## src/rtl/conv_accumulator.sv

```systemverilog
// conv_accumulator: sums TAPS samples into one pixel, then rounds, shifts,
// saturates and optionally rectifies it. Pixels queue in a small FIFO that
// drains through a valid/ready output handshake.
module conv_accumulator #(
    parameter int unsigned TAPS  = 9,
    parameter int unsigned SHIFT = 0,
    parameter int unsigned RELU  = 0,
    parameter int unsigned DEPTH = 4
) (
    input  logic               clock,
    input  logic               reset,
    input  logic signed [15:0] res_data,
    input  logic               res_valid,
    output logic               res_ready,
    input  logic               clear,
    output logic signed [15:0] out_data,
    output logic               out_valid,
    input  logic               out_ready,
    output logic [7:0]         tap_count,
    output logic               sat_flag
);

    localparam int unsigned AW   = (DEPTH > 1) ? $clog2(DEPTH) : 1;
    localparam int unsigned CW   = AW + 1;
    // Half an LSB of the shifted result; zero when there is no shift.
    localparam int unsigned RND  = (32'd1 << SHIFT) >> 1;
    localparam int unsigned LAST = TAPS - 1;

    logic signed [31:0] acc;
    logic signed [31:0] sample_ext;
    logic signed [31:0] sum;
    logic signed [31:0] rounded;
    logic signed [15:0] pixel;
    logic               pixel_sat;

    logic signed [15:0] mem [DEPTH];
    logic [AW-1:0]      wr_ptr;
    logic [AW-1:0]      rd_ptr;
    logic [CW-1:0]      count;

    logic accept;
    logic last_tap;
    logic push;
    logic pop;

    // Handshake qualifiers; res_ready depends only on the registered count.
    assign res_ready = (count < CW'(DEPTH));
    assign accept    = res_valid && res_ready;
    assign last_tap  = (tap_count == 8'(LAST));
    assign push      = accept && last_tap && !clear;
    assign out_valid = (count != '0);
    assign pop       = out_valid && out_ready;
    assign out_data  = mem[rd_ptr];

    // Completed-pixel datapath: sum, round, shift, saturate, rectify.
    always_comb begin
        sample_ext = {{16{res_data[15]}}, res_data};
        sum        = acc + sample_ext;
        rounded    = (sum + $signed(32'(RND))) >>> SHIFT;
        pixel      = rounded[15:0];
        pixel_sat  = 1'b0;
        if (rounded > 32'sd32767) begin
            pixel     = 16'sh7fff;
            pixel_sat = 1'b1;
        end else if (rounded < -32'sd32768) begin
            pixel     = 16'sh8000;
            pixel_sat = 1'b1;
        end
        if ((RELU != 0) && pixel[15]) begin
            pixel = '0;
        end
    end

    // Accumulator and tap counter; clear wins over an accept in the same cycle.
    always_ff @(posedge clock) begin
        if (!reset) begin
            acc       <= '0;
            tap_count <= '0;
            sat_flag  <= 1'b0;
        end else if (clear) begin
            acc       <= '0;
            tap_count <= '0;
        end else if (accept) begin
            if (last_tap) begin
                acc       <= '0;
                tap_count <= '0;
                if (pixel_sat) begin
                    sat_flag <= 1'b1;
                end
            end else begin
                acc       <= sum;
                tap_count <= 8'(tap_count + 8'd1);
            end
        end
    end

    // Output FIFO: registered storage, pointers wrap modulo DEPTH.
    always_ff @(posedge clock) begin
        if (!reset) begin
            wr_ptr <= '0;
            rd_ptr <= '0;
            count  <= '0;
            for (int i = 0; i < int'(DEPTH); i++) begin
                mem[i] <= '0;
            end
        end else begin
            if (push) begin
                mem[wr_ptr] <= pixel;
                wr_ptr      <= AW'(wr_ptr + 1'b1);
            end
            if (pop) begin
                rd_ptr <= AW'(rd_ptr + 1'b1);
            end
            case ({push, pop})
                2'b10:   count <= CW'(count + 1'b1);
                2'b01:   count <= CW'(count - 1'b1);
                default: count <= count;
            endcase
        end
    end

endmodule

```

## config.mk

```make
export PLATFORM = sky130hd
export DESIGN_NAME = conv_accumulator
export DESIGN_NICKNAME = d
export VERILOG_FILES = /design/src/rtl/conv_accumulator.sv
export SDC_FILE = /design/constraint.sdc
export NUM_CORES = 1
export LEC_CHECK = 0
export CAP_MARGIN = 20
export CORE_MARGIN = 2
export CORE_UTILIZATION = 40
export DETAILED_ROUTE_END_ITERATION = 16
export DONT_BUFFER_PORTS = 1
export PLACE_DENSITY_LB_ADDON = 0.25
export SLEW_MARGIN = 5
export SYNTH_ARGS = -nofsm -noshare
export SYNTH_HDL_FRONTEND = slang
export SYNTH_SLANG_ARGS = --single-unit
```

## constraint.sdc

```tcl
create_clock -name clock -period 6.23 [get_ports clock]
set_input_delay 1.5575 -clock clock [delete_from_list [all_inputs] [get_ports clock]]
set_output_delay 1.5575 -clock clock [all_outputs]
set_load 0.005 [all_outputs]
```

==> results of run 1 <==
[power breakdown]
| part | switching [uW] | total [uW] | internal [uW] |
|---|---|---|---|
| Combinational | 201 | 307 | 107 |
| Clock | 341 | 922 | 581 |
| Sequential | 10.3 | 830 | 820 |
[cells in the mapped netlist (5+ instances only)]
cell,count
a2bb2oi_1,11
o21ai_0,19
o21a_1,9
xor2_1,24
nand2_1,49
a21oi_1,41
xnor2_1,24
o21bai_1,5
and2_1,9
buf_2,10
or3_1,7
edfxtp_1,64
nor4_1,6
dfxtp_1,50
ha_1,34
a22oi_1,26
nor3_1,21
a211oi_1,6
a21o_1,15
nand4_1,9
nor2_4,7
o211ai_1,8
nand2b_1,6
inv_1,15
clkbuf_1,28
mux4_2,16
nand3_1,17
and3_1,6
nor2_1,121
[area by class of cell]
type | count | area, um2
Multi-Input combinational cell | 570 | 4001
Tap cell | 225 | 281.5
Inverter | 15 | 56.30
Timing Repair Buffer | 11 | 87.58
Clock buffer | 20 | 436.7
Clock inverter | 12 | 117.6
Fill cell | 1665 | 9513
Sequential cell | 114 | 2923
[cell families after synthesis]
| logic type | after synthesis | synth area share |
|---|---|---|
| xor+xnor | 48 | 0.05865 |
| mux | 17 | 0.05167 |
| buf+inv | 57 | 0.03439 |
| fa+ha+maj | 36 | 0.06493 |
| flops | 114 | 0.4077 |
| compound gates | 187 | 0.1869 |
| simple gates | 282 | 0.1957 |
[worst paths after layout]
| kind | slack, ns | startpoint | to |
|---|---|---|---|
| setup / recovery | 1.23 | res_data[0] | mem[1][4] |
| hold / removal | 0.46 | acc[21] | acc[21] |
| setup reg to reg | 2.03 | acc[0] | mem[1][4] |
| hold reg to reg | 0.46 | acc[21] | acc[21] |
[worst max-delay path: stages]
cell	delay, ns
ha_1	0.19
fa_1	0.25
a211oi_1	0.12
o311a_1	0.34
or4_1	0.61
a211o_1	0.38
a31o_1	0.25
a221oi_2	0.25
nand4_1	0.21
o41a_4	0.60
nor2_1	0.28
nor2_1	0.08
[placed cells by master (no fill, tap or decap), types with 19 or more instances in the layout]
cell / Yosys / routed
nor2_1: 121 / 120
xnor2_1: 24 / 24
dfxtp_1: 50 / 50
nor3_1: 21 / 21
edfxtp_1: 64 / 64
a22oi_1: 26 / 26
xor2_1: 24 / 24
ha_1: 34 / 34
nand2_1: 49 / 49
o21ai_0: 19 / 19
a21oi_1: 41 / 41
[per-layer routing]
metal | global-route usage | vias up
met1 | 0.2635 | 2721
li1 | - | 2725
met3 | 0.03545 | 21
met5 | 0 | -
met2 | 0.3427 | 152
met4 | 0.06179 | 0
[stage by stage]
| step | hold WS [ns] | worst slack (ns) | power [uW] |
|---|---|---|---|
| after global routing | 0.4895 | 1.097 | 2135 |
| after detailed placement | 0.4597 | 0.4671 | 1149 |
| after floorplan | 0.4400 | 1.350 | 1078 |
| final | 0.4631 | 1.226 | 2060 |
| after global placement | 0.4513 | 0.5898 | 1144 |
| after CTS | 0.4687 | 0.8857 | 2069 |
[registers in the layout (all words and copies together), names as in the netlist, named ones only]
name,count
rd_ptr,2
wr_ptr,2
sat_flag,1
acc,32
mem,64
count,3
tap_count,8
==> out/results.tsv, run 1 <==
metric	value	unit
wl_met2	9.097	mm
drc	0	
rows	48	
synth_area	7168	um2
ys.flop_type	edfxtp_1	
h-tree-depth	4	
rr_worst_depth	12	
fin_nets	786	
synth_cell_types	73	
synth_top_area_frac	0.2681	
grt_pass1_wl	29.24	mm
rsz0062_at_grt	no	
vias	5619	
start_kind	input port	
hold_path_depth	2	
report.final.setup_viol	0	
worstSkewPairLatency	0.41	ns
synth_edf_count	64	
ctsResizeCount	0	
cap_violations	0	
crit_path_end_kind	register	
ys_seq_area_frac	0.4078	
coreArea	17420	um2
clk_pin_slew	0.06	ns
ios	48	
numCtsBuffers	17	
initialDrtViolationCount	599	
place_area	7322	um2
met1_length	8.103	mm
cts_tree	done	
grt_max_degree	38	
finalCritPeriodShare	0.8032	
gp_congestion	0.9554	
drt_wl_total	18.39	mm
cts_hold_buf	0	
power_density	260.6	nW/um2
wl_per_cell	19.02	um
ys_seq_elements	114	
hold_violations	0	
drtPass1Iterations	5	
drtAntennaViolNets	0	
post_cts_buffers	0	
layout.cells.non_filler	967	
arrival	5.13	ns
initial_core_util	0.4116	
cts_max_path_buffers	2	
criticalPathCategory	in2reg	
die_y	137.9	um
final_util	0.4538	
ctsRootBufferMaster	clkbuf_16	
path_max_fanout	15	
syn_inst	741	
top_layer	met4	
cts.sinks	114	
fin_area	7904	um2
port_buffers	0	
synthTopCellsByArea	edfxtp_1, dfxtp_1, nor2_1	
hpwlAfterDp	13.38	mm
wl_met3	941	um
fin_crit	5.004	ns
diodes	0	
p_leak	0.003070	uW
via_per_inst	5.811	
drive_above_1_share	0.1038	
maxSlewHeadroom	0.3679	
status	finished clean	
grt_antenna_before_repair	0	
min_path_type	reg2reg	
max_slew.worst_pin.slew	0.9446	ns
required	6.36	ns
finalClockSkew	0.01332	ns
peakVddDrop	0.1898	mV
syn_avg_cell_area	9.674	um2
grt.total_usage	0.2022	
syn_to_final_growth	10.26	%
die-area	19010	um2
dp.cells	932	
drv_slew	0	
async_flop_share	0	
setup_tns	0	ns
yosysWarningCount	0	
syn_nets	798	
die_w	137.9	um
maxClockFrequency	199.8	MHz
synth_top_cell_by_area	edfxtp_1	
grt_pass1_vias	5477	
grt_overflow	0	
Note: power is estimated with default switching activity, not from simulation.
==> inputs of run 2 (changes only) <==
Clock period 6.23 ns to 5.06 ns, I/O delays scaled along.
==> run 2 against run 1 <==
Against the previous run: sequential cell count unchanged; clock power increased by 39%; via count increased by 1.6%; count of clock-buffer cells in the layout increased by 2; final area increased by 2.1%; clock skew about the same; combinational power increased by 26%; critical path type unchanged; largest cell class unchanged.
==> out/results.tsv, run 2 (synthesis results as in run 1) <==
metric	value	unit
status	finished clean	
via_per_inst	5.847	
clk_pin_slew	0.06	ns
fin_nets	795	
fin_crit	4.532	ns
cap_violations	0	
die_y	137.9	um
whs	0.4561	ns
layout_commonest_cell	nor2_1	
drive_above_1_share	0.1158	
rows	48	
cts_hold_buf	0	
max_flop_register	mem	
cts_tree	done	
gp_congestion	0.9462	
grt_overflow	0	
ctsResizeCount	0	
die-area	19010	um2
maxSlewHeadroom	0.3270	
r2r_slack	1.06	ns
path_max_fanout	16	
coreArea	17420	um2
initial_core_util	0.4116	
hold_violations	0	
grt_max_degree	37	
place_area	7445	um2
drt_wl_total	18.49	mm
peakVddDrop	0.2261	mV
grt_pass1_wl	29.53	mm
top_regs	mem (64), acc (32), tap_count (8)	
die_w	137.9	um
finalClockSkew	0.01286	ns
min_path_type	reg2reg	
initialDrtViolationCount	440	
drtAntennaViolNets	0	
final_cell_mix	nor2_1, edfxtp_1, dfxtp_1	
cts_max_path_buffers	2	
fin_area	8066	um2
layout.cells.non_filler	976	
required	5.32	ns
start_kind	input port	
ios	48	
hpwlAfterDp	13.60	mm
finalCritPeriodShare	0.8957	
grt_pass1_vias	5556	
criticalPathCategory	in2reg	
wl_per_cell	18.95	um
grt_antenna_before_repair	0	
drc	0	
syn_to_final_growth	12.53	%
rsz0062_at_grt	no	
largest_reg_flops	64	
numCtsBuffers	17	
dp.cells	944	
ctsRootBufferMaster	clkbuf_16	
port_buffers	0	
diodes	0	
drv_slew	0	
maxClockFrequency	220.7	MHz
power_density	333.0	nW/um2
crit_path_end_kind	register	
drtPass1Iterations	5	
report.final.setup_viol	0	
max_slew.worst_pin.slew	1.006	ns
setup_tns	0	ns
grt.total_usage	0.2031	
p_leak	0.003166	uW
post_cts_buffers	0	
worstSkewPairLatency	0.42	ns
vias	5707	
h-tree-depth	4	
cts.sinks	114	
arrival	4.79	ns
==> run 2: cell count changes in the layout (fill, tap and decap cells not counted), moves of 2 or more <==
cell,delta
bufinv_16,+2
buf_4,+9
clkinvlp_4,-3
clkinv_1,-2
==> run 2: worst max-delay path: stages <==
cell	delay, ns
ha_1	0.46
nand3_1	0.15
or3_1	0.38
o21a_1	0.19
a21boi_0	0.47
o211a_1	0.39
nand4_1	0.17
nor4_1	0.27
nand4_1	0.18
buf_4	0.23
a21o_1	0.41
nor2_1	0.19
==> run 2: final timing paths <==
check / cells past startpoint / to / startpoint
worst min-delay path: 2 / acc[29] / acc[29]
worst max-delay path: 12 / mem[2][4] / res_data[11]
worst max register to register: 12 / mem[2][4] / acc[11]
worst min register to register: 2 / acc[29] / acc[29]
==> run 2: metal layers <==
layer / vias up / share of wire / GRT usage
met5: - / 0 / 0
met4: 0 / 0.017 / 0.06859
met3: 22 / 0.045 / 0.03692
met2: 149 / 0.50 / 0.3465
met1: 2791 / 0.44 / 0.2593
li1: 2745 / - / -
==> run 2: report_power, final <==
part / switching [uW] / leakage, uW / internal (uW) / total [uW]
sequential: 12.6 / 0.00104 / 1010 / 1020
combinational: 248 / 0.00182 / 140 / 388
clock: 425 / 0.000305 / 851 / 1280
total: 685 / 0.00317 / 2000 / 2690
==> run 2: per-stage QoR <==
stage               setup WS (ns)    util  power, uW
global route               0.3488  0.4631       2787
finish                     0.5280  0.4631       2686
CTS                        0.6211  0.4631       2699
detailed placement         0.1879  0.4274       1424
floorplan                  0.4720       -       1327
global placement           0.2511  0.4259       1419
==> run 2: final cells by class <==
type | count | area (um2)
repair buffers | 20 | 182.7
clock inverters | 10 | 156.4
clock buffers | 22 | 465.4
well taps | 225 | 281.5
flip-flops and latches | 114 | 2923
fillers | 1655 | 9350
inverters | 15 | 56.30
multi-input cells | 570 | 4001
==> inputs of run 3 (changes only) <==
Settings changed: CTS_BUF_LIST set to sky130_fd_sc_hd__clkbuf_16.
==> run 3 against run 2 <==
Against the previous run: clock power is essentially flat; sequential power about the same; power decreased by 0.31%; count of clock-buffer cells in the layout fell by 4; worst hold slack about the same; non-clock buffer count unchanged; final area unchanged; clock skew is 0.0011 ns higher; final cell count unchanged; sequential share of layout area unchanged; highest routed layer unchanged.
==> out/results.tsv, run 3 (synthesis results as in run 1) <==
metric	value	unit
fin_area	8066	um2
drtPass1Iterations	5	
maxSlewHeadroom	0.3310	
hpwlAfterDp	13.60	mm
grt_max_degree	37	
crit_path_end_kind	register	
netSwitchingPower	685.3	uW
grt.busiest_layer	met2	
final_util	0.4631	
critPathSlowestCell	a21boi_0	
ios	48	
fin_crit	4.620	ns
grt_antenna_before_repair	0	
dp.cells	944	
post_cts_buffers	0	
hold_violations	0	
via_per_inst	5.860	
clk_pin_slew	0.06	ns
rsz0062_at_grt	no	
peakVddDrop	0.2247	mV
grt_pass1_wl	29.54	mm
cts.sinks	114	
p_seq_frac	0.382	
vias	5719	
layout_commonest_cell	nor2_1	
final_cell_mix	nor2_1, edfxtp_1, dfxtp_1	
ctsRootBufferMaster	clkbuf_16	
cts_tree	done	
min_path_type	reg2reg	
syn_to_final_growth	12.53	%
fin_nets	795	
grt.total_usage	0.2031	
drive_above_1_share	0.1158	
internal_power	1992	uW
combPwrFrac	0.145	
wl_per_cell	18.98	um
grt_pass1_vias	5561	
finalClockSkew	0.01392	ns
crit_chain	ha_1 > nand3_1 > or3_1 > o21a_1 > a21boi_0 > o211a_1 > nand4_1 > nor4_1 > nand4_1 > buf_4 > a21o_1 > nor2_1	
total_power	2678	uW
drv_slew	0	
die_y	137.9	um
use_met2	0.3465	
die_w	137.9	um
initial_core_util	0.4116	
h-tree-depth	4	
required	5.32	ns
cap_violations	0	
arrival	4.88	ns
drtAntennaViolNets	0	
p_leak	0.003183	uW
initialDrtViolationCount	432	
maxClockFrequency	216.5	MHz
cts_hold_buf	0	
report.final.setup_viol	0	
top_regs	mem (64), acc (32), tap_count (8)	
place_area	7445	um2
coreArea	17420	um2
p_clk_frac	0.473	
largest_reg_flops	64	
numCtsBuffers	17	
path_max_fanout	16	
swShare	0.2559	
drc	0	
power_density	332.0	nW/um2
grt_use_met1	0.2593	
worstSkewPairLatency	0.42	ns
layout.cells.non_filler	976	
die-area	19010	um2
cts_max_path_buffers	2	
ctsResizeCount	0	
port_buffers	0	
met3_usage	0.03692	
status	finished clean	
gp_congestion	0.9462	
grt_overflow	0	
start_kind	input port	
criticalPathCategory	in2reg	
diodes	0	
rows	48	
finalCritPeriodShare	0.9130	
cp_num_buf_inv	1	
cp_slowest_stage_delay	0.54	ns
setup_tns	0	ns
max_flop_register	mem	
drt_wl_total	18.52	mm
max_slew.worst_pin.slew	0.9999	ns
path_common_cell	nand4_1	
critPathTopFamily	compound AO/OA/AOI/OAI gates	
-- run 3: path summary, 6_finish.rpt --
path                              startpoint        end  slack (ns)  cells past startpoint
worst max-delay path            res_data[11]  mem[2][4]        0.44                     12
worst min-delay path                 acc[29]    acc[29]        0.46                      2
worst max register to register       acc[11]  mem[2][4]        0.97                     12
worst min register to register       acc[29]    acc[29]        0.46                      2
-- run 3: final cells by class --
cell class / count / area (um2)
fillers: 1655 / 9350
multi-input cells: 570 / 4001
flip-flops and latches: 114 / 2923
clock buffers: 18 / 450.4
well taps: 225 / 281.5
repair buffers: 20 / 182.7
clock inverters: 14 / 171.4
inverters: 15 / 56.30
-- run 3: worst min-delay path: cells and delay by family, from the launching register on --
family          cells  cell delay [ns]
compound gates      1             0.05
flops               1             0.31
simple gates        1             0.05
-- run 3: metrics by stage --
stage          setup WS (ns)  hold slack (ns)
2_1_floorplan         0.4720           0.4400
6_report              0.4402           0.4560
4_1_cts               0.6211           0.4612
3_5_place_dp          0.1879           0.4533
5_1_grt               0.3491           0.4852
3_3_place_gp          0.2511           0.4507
-- run 3: layer usage --
layer | part of all wire | up-vias | routed length (um)
li1 | - | 2747 | -
met1 | 0.43 | 2761 | 8043
met2 | 0.50 | 185 | 9193
met3 | 0.049 | 26 | 909
met4 | 0.020 | 0 | 373
met5 | 0 | - | 0
-- run 3: power groups by stage --
stage / clock, uW / combinational (uW) / sequential [uW]
2_1_floorplan: 0 / 291 / 1040
3_3_place_gp: 0 / 380 / 1040
3_5_place_dp: 0 / 383 / 1040
4_1_cts: 1280 / 386 / 1020
5_1_grt: 1330 / 426 / 1030
6_report: 1270 / 388 / 1020
